$ cat config.mk
export PLATFORM = sky130hd
export DESIGN_NAME = gol_row_engine
export DESIGN_NICKNAME = d
export VERILOG_FILES = /design/src/rtl/gol_pkg.sv /design/src/rtl/gol_cell_rule.sv /design/src/rtl/gol_row_engine.sv
export SDC_FILE = /design/constraint.sdc
export NUM_CORES = 1
export LEC_CHECK = 0
export BUFFER_PORTS_ARGS = -buffer_cell sky130_fd_sc_hd__buf_2
export CAP_MARGIN = 20
export CORE_ASPECT_RATIO = 1.2
export CORE_UTILIZATION = 50
export CTS_CLUSTER_DIAMETER = 150
export CTS_CLUSTER_SIZE = 16
export DETAILED_ROUTE_END_ITERATION = 16
export PLACE_DENSITY = 0.68
export SLEW_MARGIN = 20
export SYNTH_ARGS = -nofsm -noshare
export SYNTH_HDL_FRONTEND = slang
export SYNTH_SLANG_ARGS = --single-unit
$ cat constraint.sdc
create_clock -name clk -period 6.79 [get_ports clk]
set_input_delay 1.6975 -clock clk [delete_from_list [all_inputs] [get_ports clk]]
set_output_delay 1.6975 -clock clk [all_outputs]
set_load 0.02 [all_outputs]
$ cat src/rtl/gol_pkg.sv
// Shared types and constants for the Life-like row engine.
// Configuration macro used by the engine: GOL_TORUS_EN (toroidal wrap-around grid).
package gol_pkg;

    // Conway's Life as birth/survive masks (bit n = neighbour count n).
    localparam logic [8:0] GOL_B3S23_BIRTH   = 9'b000001000;
    localparam logic [8:0] GOL_B3S23_SURVIVE = 9'b000001100;

    typedef enum logic [1:0] {
        StIdle,
        StFill,
        StRun,
        StFlush
    } gol_state_e;

    // Moore neighbour count, 0..8.
    typedef logic [3:0] nbr_cnt_t;

    function automatic nbr_cnt_t count_nbrs(input logic [7:0] nbrs);
        nbr_cnt_t cnt;
        cnt = '0;
        for (int i = 0; i < 8; i++) begin
            cnt = cnt + nbr_cnt_t'(nbrs[i]);
        end
        return cnt;
    endfunction

endpackage

$ cat src/rtl/gol_cell_rule.sv
// Combinational next-state rule for one cell: counts live neighbours and
// looks the count up in the survive mask (live centre) or birth mask (dead centre).
module gol_cell_rule
    import gol_pkg::*;
(
    input  logic       centre,
    input  logic [7:0] nbrs,
    input  logic [8:0] birth_mask,
    input  logic [8:0] survive_mask,
    output logic       next_alive
);

    nbr_cnt_t cnt;

    assign cnt        = count_nbrs(nbrs);
    assign next_alive = centre ? survive_mask[cnt] : birth_mask[cnt];

endmodule

$ cat src/rtl/gol_row_engine.sv
// Streaming Life-like row engine: takes one grid row per handshake and emits the
// next generation one row per handshake, one row behind the input.
// Configuration macro: GOL_TORUS_EN selects a toroidal grid (rows 0 and 1 are kept
// in a wrap buffer and emitted last); undefined gives a dead boundary.
module gol_row_engine
    import gol_pkg::*;
#(
    parameter int unsigned W = 16,
    parameter int unsigned H = 16,
    localparam int unsigned IW = $clog2(H)
) (
    input  logic          clk,
    input  logic          rst_n,
    input  logic [8:0]    birth_mask,
    input  logic [8:0]    survive_mask,
    input  logic          in_valid,
    output logic          in_ready,
    input  logic [W-1:0]  in_row,
    output logic          out_valid,
    input  logic          out_ready,
    output logic [W-1:0]  out_row,
    output logic [IW-1:0] out_idx,
    output logic          out_last
);

    localparam logic [IW-1:0] LastRow = IW'(H - 1);

    gol_state_e    state_q;
    logic [W-1:0]  prev1_q;   // most recently accepted row
    logic [W-1:0]  prev2_q;   // row before that (zero while row -1 is implied)
`ifdef GOL_TORUS_EN
    logic [W-1:0]  wrap0_q;   // row 0, needed again for rows H-1 and 0
    logic [W-1:0]  wrap1_q;   // row 1, needed again for row 0
`endif
    logic [8:0]    birth_q;
    logic [8:0]    survive_q;
    logic [IW-1:0] row_q;     // RUN: index of next input row; FLUSH: next output row
    logic          sent_q;    // FLUSH: final row of the frame has been loaded

    logic          out_free;
    logic          accept;
    logic [W-1:0]  above;
    logic [W-1:0]  centre;
    logic [W-1:0]  below;
    logic [W+1:0]  ext_above;
    logic [W+1:0]  ext_centre;
    logic [W+1:0]  ext_below;
    logic [W-1:0]  next_row;

    assign out_free = !out_valid || out_ready;
    assign in_ready = ((state_q == StFill) || (state_q == StRun)) && out_free;
    assign accept   = in_valid && in_ready;

    // Select the three rows (above, centre, below) feeding the rule array.
    always_comb begin
        above  = prev2_q;
        centre = prev1_q;
        below  = in_row;
        if (state_q == StFlush) begin
`ifdef GOL_TORUS_EN
            if (row_q == LastRow) begin
                below = wrap0_q;
            end else begin
                above  = prev1_q;
                centre = wrap0_q;
                below  = wrap1_q;
            end
`else
            below = '0;
`endif
        end
    end

    // Pad each row with column -1 (bit 0) and column W (bit W+1).
    always_comb begin
`ifdef GOL_TORUS_EN
        ext_above  = {above[0], above, above[W-1]};
        ext_centre = {centre[0], centre, centre[W-1]};
        ext_below  = {below[0], below, below[W-1]};
`else
        ext_above  = {1'b0, above, 1'b0};
        ext_centre = {1'b0, centre, 1'b0};
        ext_below  = {1'b0, below, 1'b0};
`endif
    end

    for (genvar c = 0; c < W; c++) begin : g_cell
        gol_cell_rule u_cell (
            .centre      (centre[c]),
            .nbrs        ({ext_above[c+2:c], ext_centre[c+2], ext_centre[c],
                           ext_below[c+2:c]}),
            .birth_mask  (birth_q),
            .survive_mask(survive_q),
            .next_alive  (next_row[c])
        );
    end

    // FSM, line buffers, latched masks and the registered output stage.
    always_ff @(posedge clk) begin
        if (!rst_n) begin
            state_q   <= StIdle;
            prev1_q   <= '0;
            prev2_q   <= '0;
`ifdef GOL_TORUS_EN
            wrap0_q   <= '0;
            wrap1_q   <= '0;
`endif
            birth_q   <= '0;
            survive_q <= '0;
            row_q     <= '0;
            sent_q    <= 1'b0;
            out_valid <= 1'b0;
            out_row   <= '0;
            out_idx   <= '0;
            out_last  <= 1'b0;
        end else begin
            if (out_valid && out_ready) begin
                out_valid <= 1'b0;
            end
            case (state_q)
                StIdle: state_q <= StFill;
                StFill: begin
                    if (accept) begin
                        prev1_q   <= in_row;
                        prev2_q   <= '0;
`ifdef GOL_TORUS_EN
                        wrap0_q   <= in_row;
`endif
                        birth_q   <= birth_mask;
                        survive_q <= survive_mask;
                        row_q     <= IW'(1);
                        state_q   <= StRun;
                    end
                end
                StRun: begin
                    if (accept) begin
                        prev2_q <= prev1_q;
                        prev1_q <= in_row;
`ifdef GOL_TORUS_EN
                        // Row 0 needs row H-1 above it, so it is emitted at the end.
                        if (row_q == IW'(1)) begin
                            wrap1_q <= in_row;
                        end else begin
                            out_valid <= 1'b1;
                            out_row   <= next_row;
                            out_idx   <= row_q - IW'(1);
                            out_last  <= 1'b0;
                        end
`else
                        out_valid <= 1'b1;
                        out_row   <= next_row;
                        out_idx   <= row_q - IW'(1);
                        out_last  <= 1'b0;
`endif
                        if (row_q == LastRow) begin
                            state_q <= StFlush;
                            sent_q  <= 1'b0;
                        end else begin
                            row_q <= row_q + IW'(1);
                        end
                    end
                end
                StFlush: begin
                    if (out_valid && out_ready && out_last) begin
                        state_q <= StFill;
                        row_q   <= '0;
                        sent_q  <= 1'b0;
                    end else if (out_free && !sent_q) begin
                        out_valid <= 1'b1;
                        out_row   <= next_row;
                        out_idx   <= row_q;
`ifdef GOL_TORUS_EN
                        if (row_q == LastRow) begin
                            out_last <= 1'b0;
                            row_q    <= '0;
                        end else begin
                            out_last <= 1'b1;
                            sent_q   <= 1'b1;
                        end
`else
                        out_last <= 1'b1;
                        sent_q   <= 1'b1;
`endif
                    end
                end
                default: state_q <= StIdle;
            endcase
        end
    end

endmodule

==> flow_summary_export.csv, run 1 <==
group,metric,value,unit
clock_tree,clock_path_buffers,2,
sta,fin_crit_sh,76.7,%
pwr,leakage,0.00388,uW
clock_tree,path_clk_slew,0.07,ns
sta,rsz0062_at_grt,"no",
routing,routed_via_density,6.08,
clock_tree,root_buffer,"clkbuf_16",
logic_synthesis,synth_edf_count,0,
worst_setup_path,cp_max_fo,6,
floorplan,coreArea,0.0163,mm^2
worst_setup_path,crit_type,"in2reg",
pwr,ir_drop,0.276,mV
cells_and_area,final_common_cell,"inv_1",
clock_tree,cts_sinks,79,
clock_tree,ctsHoldBuffers,0,
global_route,grt_pass1_vias,6867,
cells_and_area,num-fill-cells,1552,
logic_synthesis,synth_nets,1056,
routing,initialDrtViolationCount,491,
clock_tree,cts_tree,"yes",
logic_synthesis,netlist_area,0.00842,mm^2
floorplan,die_h,144,um
global_route,antenna_found_initial,0,
sta,skew,0.0122,ns
placed_design,port_buffers,60,
worst_setup_path,critPathArrivalTime,5.46,ns
clock_tree,htreeDepth,3,
cells_and_area,mostFrequentLayoutCells,"inv_1, nand2_1, dfxtp_1",
worst_setup_path,cp.required,7.04,ns
cells_and_area,multiInputGateArea,0.00611,mm^2
worst_setup_path,startpoint_type,"primary input",
floorplan,rows,51,
floorplan,io_pins,61,
global_route,gr-total-overflow,0,
cells_and_area,seq_area,0.00158,mm^2
routing,dr_total_vias,6953,
logic_synthesis,ys_dominant_reg_cell,"dfxtp_1",
sta,finalHoldViolations,0,
worst_setup_path,slowest_stage,"fa_1",
routing,routedWlPerCell,20.0,um
sta,maxSlewHeadroom,28.5,%
cells_and_area,area_delta_synth_final,6.70,%
run_status,status,"complete, no violations",
logic_synthesis,yosysWarnings,0,
worst_setup_path,path_buf_inv,5,
sta,fmax,192,MHz
global_route,grt_max_degree,43,
floorplan,dieArea,0.0174,mm^2
clock_tree,post_cts_buffers,0,
pwr,power,2820,uW
sta,worst_slew_pin_slew,1.07,ns
routing,drc_errors,0,
worst_setup_path,cp_cell_sequence,"buf_2 -> nor2b_1 -> ha_1 -> inv_1 -> fa_1 -> inv_1 -> fa_1 -> inv_1 -> fa_1 -> inv_1 -> fa_1 -> mux2_1 -> or3_1 -> o211ai_2 -> o21ai_1 -> o221a_1",
worst_setup_path,max_stage_delay,0.51,ns
worst_setup_path,end_kind,"flop",
logic_synthesis,synthArstFlopShare,0,%
sta,layout_min_cycle_time,5.21,ns
clock_tree,numCtsBuffers,9,
clock_tree,clk_latency,0.37,ns
sta,tns,0,ns
logic_synthesis,avgSynthCellArea,9.22,um^2
clock_tree,post_cts_resized,0,
logic_synthesis,ys_ff_latch,79,
routing,drt-total-wl,22900,um
job,drv_cap,0,
routing,dr.pass1.iters,5,
sta,finalSetupViolations,0,
cells_and_area,num_antenna_cells,0,
placed_design,gp_congestion,0.868,
global_route,gr-usage-all-layers,28.0,%
floorplan,die_w,120,um
logic_synthesis,yosysSeqAreaShare,18.8,%
sta,final_max_slew_viol_count,0,
cells_and_area,nNetsFinal,1069,
cells_and_area,drive_gt1_share,16.6,%
placed_design,hpwl,15400,um
worst_setup_path,crit_family,"adder cells",
logic_synthesis,syn_inst,914,
routing,ant_nets,0,
hold_path,holdCritPathClass,"reg2reg",
pwr,powerDensity,313,mW/mm^2
global_route,grt_pass1_wl,36900,um
logic_synthesis,yosysUniqueCellTypes,64,
floorplan,start_util,51.6,%
-- kinds of logic (layout without fill, tap and decap cells) --
logic type / count (synthesis) / after routing / share of synthesized area (%)
flops: 79 / 79 / 18.8
fa+ha+maj: 104 / 104 / 19.9
simple gates: 264 / 264 / 16.3
mux: 88 / 88 / 18.4
xor+xnor: 35 / 35 / 3.64
buf+inv: 170 / 188 / 8.88
compound gates: 174 / 174 / 14.1
-- layer usage --
metal	vias to the layer above	part of all wire, %	GRT usage (%)
met5	-	0	0
met4	0	1.7	8.77
met3	29	7.8	5.17
met2	286	49	46.7
met1	3418	42	36.8
li1	3220	-	-
-- Yosys cell counts (11+ instances only) --
master | n | area share, %
buf_2 | 33 | 2.0
o21ai_1 | 17 | 1.0
clkbuf_1 | 18 | 0.80
dfxtp_1 | 79 | 19
nand2_1 | 81 | 3.6
xor2_1 | 18 | 1.9
nor2b_1 | 43 | 3.2
inv_1 | 105 | 4.7
o21ai_0 | 12 | 0.71
fa_1 | 50 | 12
nor3_1 | 16 | 0.95
nand2b_1 | 25 | 1.9
ha_1 | 54 | 8.0
a22oi_1 | 16 | 1.4
mux2i_1 | 24 | 2.9
xnor2_1 | 17 | 1.8
a31oi_1 | 11 | 0.82
mux4_2 | 44 | 12
nor2_1 | 32 | 1.4
a21o_1 | 12 | 1.1
nand3_1 | 25 | 1.5
a21oi_1 | 50 | 3.0
-- final timing paths --
check / startpoint / endpoint / slack [ns] / depth (start not counted)
hold reg to reg: out_row[15] / out_row[15] / 0.46 / 2
setup / recovery: in_row[7] / out_row[8] / 1.58 / 16
hold / removal: out_row[15] / out_row[15] / 0.46 / 2
setup reg to reg: state_q[0] / out_row[14] / 1.85 / 16
-- worst register-to-register path, delay by kind of cell, from the launching register on --
family          cells  cell delay, ns
compound gates      1            0.16
fa+ha+maj           6            2.79
buf+inv             4            0.61
flops               1            0.41
mux                 1            0.38
simple gates        4            0.51
-- final cells by class --
cell class | count | area share (%)
Inverter | 107 | 4.47
Clock inverter | 5 | 0.445
Multi-Input combinational cell | 665 | 68.0
Tap cell | 212 | 2.95
Sequential cell | 79 | 17.6
Timing Repair Buffer | 65 | 3.76
Clock buffer | 11 | 2.81
-- stage by stage --
stage	setup WS (ns)	area [um^2]	hold WS [ns]	utilization, %	std cells
detailed placement	1.24	8700	0.444	53.2	1128
global route	1.45	8990	0.480	55.0	1144
CTS	1.60	8990	0.458	55.0	1144
floorplan	1.54	8420	0.463	-	914
global placement	1.29	8700	0.439	53.2	1128
finish	1.58	8990	0.456	55.0	1144
-- registers in the layout (all words and copies together), names as in the netlist, 2 cells and up --
signal / cells
row_q: 4
birth_q: 9
above: 16
state_q: 2
centre: 16
out_row: 16
survive_q: 9
out_idx: 4
-- power by group --
group | leakage [uW] | total [uW] | switching, uW | internal, uW
clock | 0.000135 | 495 | 224 | 271
combinational | 0.00310 | 1630 | 893 | 740
sequential | 0.000640 | 688 | 154 | 534
(Power assumes the default switching activity.)
==> inputs of run 2 (changes only) <==
- clock period: 6.79 -> 4.8 ns (I/O delays scaled with it)
==> flow_summary_export.csv, run 2 (same netlist as run 1, synthesis figures left out) <==
group,metric,value,unit
sta,finalSetupViolations,0,
worst_setup_path,end_kind,"flop",
worst_setup_path,crit_family,"adder cells",
floorplan,rows,51,
routing,ant_nets,0,
cells_and_area,nNetsFinal,1089,
clock_tree,numCtsBuffers,9,
worst_setup_path,max_stage_delay,0.50,ns
cells_and_area,area_delta_synth_final,8.87,%
sta,layout_min_cycle_time,4.56,ns
cells_and_area,fin_area,0.00917,mm^2
routing,dr.pass1.iters,7,
sta,rsz0062_at_grt,"no",
clock_tree,htreeDepth,3,
worst_setup_path,cp.required,5.05,ns
global_route,antenna_found_initial,0,
cells_and_area,final_common_cell,"inv_1",
clock_tree,ctsHoldBuffers,0,
sta,maxSlewHeadroom,29.3,%
global_route,grt_pass1_vias,7140,
pwr,leakage,0.00400,uW
hold_path,holdCritPathClass,"reg2reg",
clock_tree,cts_sinks,79,
cells_and_area,drive_gt1_share,18.4,%
floorplan,io_pins,61,
run_status,status,"complete, no violations",
cells_and_area,multiInputGateArea,0.00611,mm^2
cells_and_area,seq_area,0.00158,mm^2
cells_and_area,num_antenna_cells,0,
floorplan,die_w,120,um
global_route,grt_util_met2,47.1,%
worst_setup_path,critPathArrivalTime,4.81,ns
floorplan,dieArea,0.0174,mm^2
global_route,gr-usage-all-layers,28.1,%
clock_tree,post_cts_resized,0,
placed_design,port_buffers,60,
routing,routed_via_density,6.04,
worst_setup_path,startpoint_type,"primary input",
routing,drc_errors,0,
placed_design,hpwl,15700,um
pwr,powerDensity,454,mW/mm^2
worst_setup_path,cp_max_fo,3,
global_route,grt-busiest-layer,"met2",
sta,tns,0,ns
floorplan,die_h,144,um
floorplan,coreArea,0.0163,mm^2
sta,final_max_slew_viol_count,0,
clock_tree,path_clk_slew,0.07,ns
floorplan,start_util,51.6,%
clock_tree,cts_tree,"yes",
global_route,use_met3,5.21,%
routing,dr_total_vias,7034,
routing,drt-total-wl,23300,um
sta,worst_slew_pin_slew,1.06,ns
worst_setup_path,crit_type,"in2reg",
sta,fmax,219,MHz
pwr,ir_drop,0.385,mV
job,drv_cap,0,
global_route,grt_max_degree,42,
routing,routedWlPerCell,20.0,um
worst_setup_path,cp_cell_sequence,"buf_2 -> nor2b_1 -> ha_1 -> inv_1 -> fa_1 -> inv_1 -> fa_1 -> inv_1 -> fa_1 -> inv_1 -> fa_1 -> mux2_1 -> or3_1 -> o211ai_2 -> o21ai_1 -> o221a_1",
clock_tree,post_cts_buffers,0,
worst_setup_path,path_buf_inv,5,
cells_and_area,mostFrequentLayoutCells,"inv_1, nand2_1, dfxtp_1",
placed_design,gp_congestion,0.839,
cells_and_area,num-fill-cells,1529,
sta,skew,0.00993,ns
global_route,gr-total-overflow,0,
clock_tree,root_buffer,"clkbuf_16",
sta,finalHoldViolations,0,
routing,initialDrtViolationCount,553,
global_route,met1_usage,35.9,%
clock_tree,clk_latency,0.36,ns
sta,fin_crit_sh,95.0,%
worst_setup_path,slowest_stage,"fa_1",
global_route,grt_pass1_wl,37300,um
clock_tree,clock_path_buffers,2,
placed_design,placed_cell_area,0.00886,mm^2
run 2: cell count changes in the layout (fill, tap and decap cells not counted), sizes merged:
cell | before | now
buf | 65 | 85
bufinv | 0 | 1
clkbuf | 11 | 10
clkinv | 0 | 1
clkinvlp | 3 | 0
inv | 109 | 111
run 2: tightest hold or removal path, stage by stage, from the launching register on:
cell and delay [ns]:
dfxtp_1 0.31, nand2_1 0.05, o21ai_1 0.05
run 2: worst paths after layout:
path              depth (start not counted)           to  slack [ns]         from
setup reg to reg                         18   out_row[8]        0.32   state_q[0]
hold / removal                            2  out_row[15]        0.45  out_row[15]
hold reg to reg                           2  out_row[15]        0.45  out_row[15]
setup / recovery                         16   out_row[8]        0.24    in_row[7]
run 2: layout make-up:
class	count	share of cell area (%)
Multi-Input combinational cell	665	66.6
Sequential cell	79	17.2
Timing Repair Buffer	85	5.46
Inverter	107	4.38
Tap cell	212	2.89
Clock buffer	10	2.61
Clock inverter	6	0.805
run 2: layer usage:
layer / share of wire, % / up-vias
li1: - / 3264
met1: 42 / 3421
met2: 48 / 298
met3: 7.6 / 51
met4: 2.7 / 0
met5: 0 / -
run 2: power breakdown:
part | total (uW) | leakage [uW] | switching (uW) | internal (uW)
clock | 759 | 0.000154 | 333 | 427
sequential | 974 | 0.000640 | 219 | 755
combinational | 2430 | 0.00320 | 1310 | 1130
run 2: per-stage QoR:
step	worst slack (ns)	hold slack, ns	cells	total power [uW]	utilization [%]
3_5_place_dp	-0.128	0.448	1148	3390	54.2
2_1_floorplan	0.0491	0.463	914	2830	-
3_3_place_gp	-0.0762	0.438	1148	3350	54.2
5_1_grt	0.0234	0.478	1164	4460	56.1
4_1_cts	0.240	0.459	1164	4160	56.1
6_report	0.238	0.452	1164	4170	56.1
